--- config.mk ---
export PLATFORM = sky130hd
export DESIGN_NAME = param_timebomb
export DESIGN_NICKNAME = d
export VERILOG_FILES = /design/src/rtl/timebomb_pkg.sv /design/src/rtl/tick_prescaler.sv /design/src/rtl/param_timebomb.sv
export SDC_FILE = /design/constraint.sdc
export NUM_CORES = 1
export LEC_CHECK = 0
export ABC_AREA = 1
export BUFFER_PORTS_ARGS = -buffer_cell sky130_fd_sc_hd__buf_2
export CAP_MARGIN = 20
export CELL_PAD_IN_SITES_DETAIL_PLACEMENT = 2
export CELL_PAD_IN_SITES_GLOBAL_PLACEMENT = 2
export CORE_ASPECT_RATIO = 0.7
export CORE_MARGIN = 2
export CORE_UTILIZATION = 29
export CTS_CLUSTER_DIAMETER = 200
export DETAILED_ROUTE_END_ITERATION = 8
export HOLD_SLACK_MARGIN = 0.02
export PLACE_DENSITY = 0.91
export SLEW_MARGIN = 20
export SYNTH_ARGS = -nofsm -noshare
export SYNTH_HDL_FRONTEND = slang
export SYNTH_SLANG_ARGS = --single-unit
--- constraint.sdc ---
create_clock -name Clock -period 2.58 [get_ports Clock]
set_input_delay 0.129 -clock Clock [delete_from_list [all_inputs] [get_ports Clock]]
set_output_delay 0.129 -clock Clock [all_outputs]
set_load 0.03 [all_outputs]
--- src/rtl/timebomb_pkg.sv ---
// Shared definitions for the countdown timebomb: state encodings and state width.
package timebomb_pkg;

  localparam int STATE_W = 3;

  typedef enum logic [STATE_W-1:0] {
    ST_IDLE  = 3'd0,
    ST_RUN   = 3'd1,
    ST_PAUSE = 3'd2,
    ST_BOOM  = 3'd3,
    ST_SAFE  = 3'd4
  } state_t;

endpackage

--- src/rtl/tick_prescaler.sv ---
// Divides enabled cycles by DIV; tick fires on the enabled cycle that completes a period.
module tick_prescaler #(
  parameter int DIV = 1
) (
  input  logic clk_i,
  input  logic rst_ni,
  input  logic enable,
  input  logic clear,
  output logic tick
);

  localparam int PW = (DIV > 1) ? $clog2(DIV) : 1;

  logic [PW-1:0] cnt_q, cnt_d;

  // With DIV=1 the counter is parked at zero and every enabled cycle ticks.
  assign tick = enable && ((DIV == 1) || (cnt_q == PW'(DIV - 1)));

  always_comb begin
    cnt_d = cnt_q;
    if (clear || (DIV == 1) || tick) begin
      cnt_d = '0;
    end else if (enable) begin
      cnt_d = cnt_q + PW'(1);
    end
  end

  always_ff @(posedge clk_i) begin
    if (!rst_ni) begin
      cnt_q <= '0;
    end else begin
      cnt_q <= cnt_d;
    end
  end

endmodule

--- src/rtl/param_timebomb.sv ---
// Parameterised countdown timebomb with pause, defuse code and limited wrong-code attempts.
module param_timebomb
  import timebomb_pkg::*;
#(
  parameter int               WIDTH     = 4,
  parameter int               PRESET    = 15,
  parameter int               DIV       = 1,
  parameter logic [WIDTH-1:0] CODE      = '0,
  parameter int               MAX_TRIES = 3
) (
  input  logic               Clock,
  input  logic               Reset,
  input  logic               Start,
  input  logic               Stop,
  input  logic               Defuse,
  input  logic [WIDTH-1:0]   Code_In,
  output logic [WIDTH-1:0]   Counter_Out,
  output logic [STATE_W-1:0] State_Out,
  output logic               blow_up,
  output logic               defused
);

  localparam int TW = $clog2(MAX_TRIES + 1);

  state_t           state_q, state_d;
  logic [WIDTH-1:0] count_q, count_d;
  logic [TW-1:0]    tries_q, tries_d;
  logic             pre_en, pre_clr, tick;

  // Prescaler only advances in RUN on cycles not claimed by Defuse or Stop.
  assign pre_en  = (state_q == ST_RUN) && !Defuse && !Stop;
  assign pre_clr = (state_q == ST_IDLE);

  tick_prescaler #(
    .DIV(DIV)
  ) u_prescaler (
    .clk_i (Clock),
    .rst_ni(Reset),
    .enable(pre_en),
    .clear (pre_clr),
    .tick  (tick)
  );

  always_ff @(posedge Clock) begin
    if (!Reset) begin
      state_q <= ST_IDLE;
      count_q <= WIDTH'(PRESET);
      tries_q <= '0;
    end else begin
      state_q <= state_d;
      count_q <= count_d;
      tries_q <= tries_d;
    end
  end

  always_comb begin
    state_d = state_q;
    count_d = count_q;
    tries_d = tries_q;
    unique case (state_q)
      ST_IDLE: begin
        count_d = WIDTH'(PRESET);
        tries_d = '0;
        if (Start) state_d = ST_RUN;
      end
      ST_RUN, ST_PAUSE: begin
        if (Defuse) begin
          if (Code_In == CODE) begin
            state_d = ST_SAFE;
          end else begin
            tries_d = tries_q + TW'(1);
            if (tries_d == TW'(MAX_TRIES)) begin
              state_d = ST_BOOM;
              count_d = '0;
            end
          end
        end else if (state_q == ST_RUN) begin
          if (Stop) begin
            state_d = ST_PAUSE;
          end else if (tick) begin
            count_d = count_q - WIDTH'(1);
            if (count_q == WIDTH'(1)) state_d = ST_BOOM;
          end
        end else if (Start && !Stop) begin
          state_d = ST_RUN;
        end
      end
      ST_BOOM, ST_SAFE: begin
        state_d = state_q;
      end
      default: begin
        state_d = ST_IDLE;
        count_d = WIDTH'(PRESET);
        tries_d = '0;
      end
    endcase
  end

  always_comb begin
    Counter_Out = count_q;
    State_Out   = state_q;
    blow_up     = (state_q == ST_BOOM);
    defused     = (state_q == ST_SAFE);
  end

endmodule

==> impl_metrics.toml, run 1 <==
[sta]
max_slew_margin = 0.7178
fin_crit_ns = 1.639
final.setup.tns_ns = 0
fin_crit_sh = 0.6353
slew_viol_final = 0
fin_ws_ns = 0.9408
finClkSkew_ns = 0.004932
setup_violations = 0
tightest_slew_ns = 0.4222
finalHoldViolCount = 0
hold_slack_ns = 0.1377
rsz0062_at_grt = "no"
fmax_mhz = 610.1

[synthesis]
yosysTopAreaCellShare = 0.2549
synth_top_family_by_area = "simple AND/OR/NAND/NOR gates"
seq_area_frac_synth = 0.2549
synthSimpleGateAreaFrac = 0.4655
synthAdderAreaFrac = 0.05310
ys_ff_latch = 9
synth_compound_area_frac = 0.1097
synth_cell_types = 25
synth_xor_area_frac = 0.01239
synthCells = 106
synth.avg_cell_area_um2 = 6.669
synth.net_count = 118
netlist_top_cells_area = "dfxtp_1 25%, nand2_1 12%, nand3_1 8.5%"
synthMuxAreaShare = 0
yosys_warnings = 0
synth.cell_area_um2 = 706.9
synth_top_cell_by_area = "dfxtp_1"

[critical_path]
reg2reg_from = "State_Out[0]"
cpMaxStageDelayCell = "dfxtp_1"
start_kind = "register"
r2r_slack_ns = 0.94
r2r_end = "State_Out[1]"
worstPathArrival_ns = 1.80
crit_chain = "nor2_2 -> nor2_4 -> nand3_1 -> nand2_1 -> inv_2 -> nand2_2 -> nand2_1 -> nand2_1 -> nor2_1"
reg2reg_depth = 9
max_stage_delay_ns = 0.47
critPathKind = "register to register"
cp_common_cell = "nand2_1"
crit_fanout = 12
worstSetupEndpointType = "register"
critPathRequiredTime_ns = 2.75

[pwr]
pwr-share-clk = 0.099
vdd_drop_max_uv = 492.0
power.leakage_nw = 0.4373
p_per_area_nw_per_um2 = 1406
switchingPower_uw = 661.0
totalPowerFinal_mw = 1.177
p_seq_frac = 0.241
p_sw_frac = 0.5615
power_frac_comb = 0.660
internal_power_uw = 516.2

[place]
port-buffer-count = 17
hpwl_um = 1953
place.gp.congestion = 0.8098
placed_cell_area_um2 = 810.8
dpl_worst_slack_ns = 0.9583

[layout]
drive_above_1_share = 0.2823
area_growth_syn_to_layout_pct = 18.41
nets = 137
diodes = 0
final_cell_mix = "22 x nand2_1, 17 x buf_2, 16 x nor2_1"
design_area_um2 = 837.1
layout_commonest_cell = "nand2_1"

[cts]
htree_levels = 1
cts_made_buffers = 3
cts_max_path_buffers = 2
ctsRootBufferMaster = "clkbuf_4"
cts_setup_buffers = 0
insertion_delay_ns = 0.27
clock-sinks = 9
holdBufCountCts = 0
post_cts_resized = 0
clk_pin_slew_ns = 0.07
cts_tree = "built"

[worst_hold_path]
hold_start = "Reset"
holdPathEnd = "Counter_Out[1]"
hold_class = "input pin to register"
min_path_cells = 2

[drt]
num_vias = 767
ant_nets = 0
drt_pre_antenna_iters = 4
drc_errors = 0
vias_per_cell = 4.917
wirelength_um = 2339
post_drt_wl_per_cell_um = 14.99
drtIter0Drc = 15

[die]
die_h_um = 45.31
start_util = 0.3178
rows = 14
die_area_um2 = 2855
die_w_um = 63.01
io_pins = 18
core_um2 = 2225

[status]
outcome = "finished clean"

[global_route]
grt_first_pass_wirelength_um = 3822
grt_pass1_vias = 776
grt_usage = 0.1861
grt_overflow_total = 0
antenna_found_initial = 0
grt_max_degree = 13

[job]
drv_cap = 0
## cells in the mapped netlist
cell	instances
buf_6	1
a21boi_1	1
o21ai_0	3
nor2_4	1
dfxtp_1	9
ha_1	3
a21oi_4	1
nor3_1	2
o21ai_1	2
nand3_2	1
nor2_1	16
inv_1	11
buf_2	2
xnor2_1	1
nand2_1	22
nand2_2	4
inv_2	3
nand4_1	4
nand3_1	12
nand3_4	1
a21oi_1	1
nor2_2	1
a21oi_2	2
nand4_4	1
o22ai_1	1
## kinds of logic after synthesis
family,Yosys count
adder cells (fa/ha/maj),3
flip-flops,9
AND/OR/NAND/NOR,65
buffers and inverters,17
AO/OA/AOI/OAI,11
XOR/XNOR,1
## worst max-delay path, delay by kind of cell, from the launching register on
| family | cells | cell delay (ns) |
|---|---|---|
| flip-flops | 1 | 0.47 |
| buffers and inverters | 1 | 0.04 |
| AND/OR/NAND/NOR | 8 | 1.01 |
## routing by layer
metal  wire length (um)  GRT usage
met4                 23    0.06667
met2               1117     0.3000
met3                 70    0.05237
met1               1127     0.2428
met5                  0          0
## metrics by stage
stage          utilization  instances
6_report            0.3763        156
5_1_grt             0.3763        156
4_1_cts             0.3763        156
3_5_place_dp        0.3645        152
3_3_place_gp        0.3645        152
2_1_floorplan            -        106
## worst max path at each step
| stage | start | endpoint | slack (ns) | cells past startpoint |
|---|---|---|---|---|
| 5_1_grt | State_Out[0] | State_Out[1] | 0.76 | 9 |
| 6_report | State_Out[0] | State_Out[1] | 0.94 | 9 |
| 3_3_place_gp | State_Out[0] | State_Out[1] | 1.13 | 9 |
| 2_1_floorplan | State_Out[2] | tries_q[1] | 1.11 | 8 |
| 4_1_cts | State_Out[0] | State_Out[1] | 0.92 | 9 |
| 3_5_place_dp | State_Out[0] | State_Out[1] | 0.96 | 9 |
## power groups by stage
| stage | Sequential [mW] | Clock (mW) | Combinational (mW) |
|---|---|---|---|
| 2_1_floorplan | 0.357 | 0 | 0.523 |
| 3_3_place_gp | 0.279 | 0 | 0.737 |
| 3_5_place_dp | 0.288 | 0 | 0.779 |
| 4_1_cts | 0.286 | 0.122 | 0.786 |
| 5_1_grt | 0.294 | 0.129 | 0.867 |
| 6_report | 0.284 | 0.116 | 0.778 |
## state kept, by name, summed over array words and instances, names as in the netlist
signal / flops
Counter_Out: 4
tries_q: 2
State_Out: 3
## area by class of cell
cell class	instances	area (um2)
fillers	287	1388
multi-input cells	80	452.9
flip-flops and latches	9	180.2
repair buffers	17	85.08
inverters	14	52.55
well taps	32	40.04
clock buffers	4	26.28
No activity file was read; power rests on OpenSTA's default activity.
==> run 2: changes to the inputs <==
- ABC_AREA: 1 -> 0
- PLACE_DENSITY: 0.91 -> 0.84
- clock period: 2.58 -> 1.7 ns (I/O delays scaled with it)
==> impl_metrics.toml, run 2 <==
[die]
rows = 15
core_um2 = 2477
die_w_um = 65.27
io_pins = 18
die_area_um2 = 3060
die_h_um = 46.89
start_util = 0.3076

[cts]
clk_pin_slew_ns = 0.05
clock-sinks = 9
cts_max_path_buffers = 2
cts_tree = "built"
insertion_delay_ns = 0.24
cts_made_buffers = 3
ctsRootBufferMaster = "clkbuf_8"
holdBufCountCts = 0
htree_levels = 1

[pwr]
pwr-share-clk = 0.172
p_per_area_nw_per_um2 = 1565
switchingPower_uw = 768.6
p_sw_frac = 0.4914
vdd_drop_max_uv = 518.6
p_seq_frac = 0.243
internal_power_uw = 795.4
power_frac_comb = 0.585
power.leakage_nw = 0.4184

[synthesis]
synth_top_cell_by_area = "dfxtp_1"
synth_async_sr_flop_share = 0
synth_ff_type = "dfxtp_1"
synthCells = 93
synth_cell_types = 37
netlist_top_cells_count = "12 x a21oi_1, 9 x dfxtp_1, 8 x inv_1"
synth.net_count = 105
yosysTopAreaCellShare = 0.2365
ys_ff_latch = 9
synth.most_common_cell = "a21oi_1"
synth_edf_count = 0
yosys_warnings = 0
synth.cell_area_um2 = 762.0
synth.avg_cell_area_um2 = 8.193
seq_area_frac_synth = 0.2365
netlist_top_cells_area = "dfxtp_1 24%, a21oi_1 7.9%, ha_1 4.9%"

[layout]
final_cell_mix = "17 x buf_2, 12 x a21oi_1, 8 x inv_1, 8 x buf_4, 6 x dfxtp_1"
finish.utilization = 0.4035
nets = 131
layout_commonest_cell = "buf_2"
fillers = 298
drive_above_1_share = 0.3559
design_area_um2 = 999.7
area_growth_syn_to_layout_pct = 31.20
fin_cells = 152
largest_register_ffs = 4
diodes = 0

[sta]
hold_slack_ns = 0.1680
finalHoldViolCount = 0
fin_ws_ns = 0.07241
max_slew_margin = 0.7458
fin_crit_ns = 1.628
fin_crit_sh = 0.9574
slew_viol_final = 0
fmax_mhz = 614.4
setup_violations = 0
rsz0062_at_grt = "yes"
tightest_slew_ns = 0.3799
finClkSkew_ns = 0.0009263

[drt]
vias_per_cell = 5.579
wirelength_um = 2959
post_drt_wl_per_cell_um = 19.47
drtIter0Drc = 57
drt_pre_antenna_iters = 7
drc_errors = 0
num_vias = 848
ant_nets = 0

[status]
outcome = "finished clean"

[worst_hold_path]
min_path_cells = 2
hold_start = "Reset"
holdPathEnd = "Counter_Out[1]"
hold_class = "input pin to register"

[critical_path]
critPathKind = "register to register"
crit_fanout = 3
worstSetupEndpointType = "register"
worstPathArrival_ns = 1.77
reg2reg_depth = 7
start_kind = "register"
r2r_slack_ns = 0.07
reg2reg_from = "Counter_Out[1]"
critPathRequiredTime_ns = 1.84
r2r_end = "State_Out[1]"

[global_route]
grt_max_degree = 13
grt_pass1_vias = 863
grt_overflow_total = 0
grt_first_pass_wirelength_um = 4505
grt_usage = 0.2040
antenna_found_initial = 0

[place]
place.gp.congestion = 0.8146
dpl_worst_slack_ns = -0.04120
placed_cell_area_um2 = 922.1
port-buffer-count = 17
dp.cells = 148
hpwl_um = 2188

[job]
drv_cap = 0
## run 2: power by group through the flow
stage | Combinational, mW | Sequential, mW | Clock, mW
3_5_place_dp | 0.837 | 0.376 | 0
3_3_place_gp | 0.809 | 0.357 | 0
4_1_cts | 0.862 | 0.375 | 0.274
5_1_grt | 0.968 | 0.391 | 0.285
6_report | 0.915 | 0.380 | 0.269
2_1_floorplan | 0.526 | 0.415 | 0
## run 2: final cells by class
cell class                 count  area (um2)  share of cell area
inverter                       8       30.03             0.03004
multi-input combinational     72       553.0              0.5532
timing repair buffer          25       145.1              0.1452
tap                           34       42.54             0.04255
sequential                     9       183.9              0.1840
clock buffer                   4       45.04             0.04506
## run 2: per-stage QoR
step | power (mW) | TNS, ns
after floorplan | 0.9411 | 0
after global placement | 1.166 | 0
after detailed placement | 1.213 | -0.04120
after CTS | 1.511 | 0
after global routing | 1.644 | -0.004564
final | 1.564 | 0
## run 2: worst max path at each step
| stage | endpoint | slack [ns] | from |
|---|---|---|---|
| finish | State_Out[1] | 0.07 | Counter_Out[1] |
| global route | State_Out[1] | -0.005 | Counter_Out[1] |
| CTS | State_Out[1] | 0.001 | Counter_Out[1] |
| detailed placement | Counter_Out[0] | -0.04 | State_Out[0] |
| global placement | Counter_Out[0] | 0.14 | State_Out[0] |
| floorplan | State_Out[1] | 0.07 | Counter_Out[1] |
## run 2: worst max-delay path, stage by stage (launching register included)
cell and delay (ns):
dfxtp_1 0.33, inv_1 0.14, ha_1 0.18, nor3b_4 0.24, nor4_2 0.06, o211ai_1 0.27
nand3_1 0.17, o32ai_1 0.16
## run 2: repair_timing
| action | CTS | global route |
|---|---|---|
| pin swaps | 0 | 1 |
| endpoints found under the setup margin | 3 | 3 |
| gates resized for setup | 2 | 6 |
| setup buffers | 0 | 0 |
| cloned | 0 | 0 |
| hold endpoints to repair | 0 | 0 |
## run 2: per-layer routing
layer  global-route usage  vias to the layer above  share of wire  wire length (um)
met5                    0                        -              0                 0
met4              0.06250                        0          0.012                35
met3              0.03837                        7          0.076               226
met2               0.3347                       38           0.43              1284
met1               0.2787                      405           0.48              1412
li1                     -                      398              -                 -
## run 2: logic make-up (layout without fill, tap and decap cells)
| family | Yosys count | in the layout | synth area share |
|---|---|---|---|
| and+or+nand+nor | 31 | 31 | 0.2381 |
| DFF | 9 | 9 | 0.2364 |
| AOI/OAI and AO/OA | 37 | 37 | 0.3859 |
| adders and majority gates | 4 | 4 | 0.06240 |
| buffers and inverters | 12 | 37 | 0.07718 |
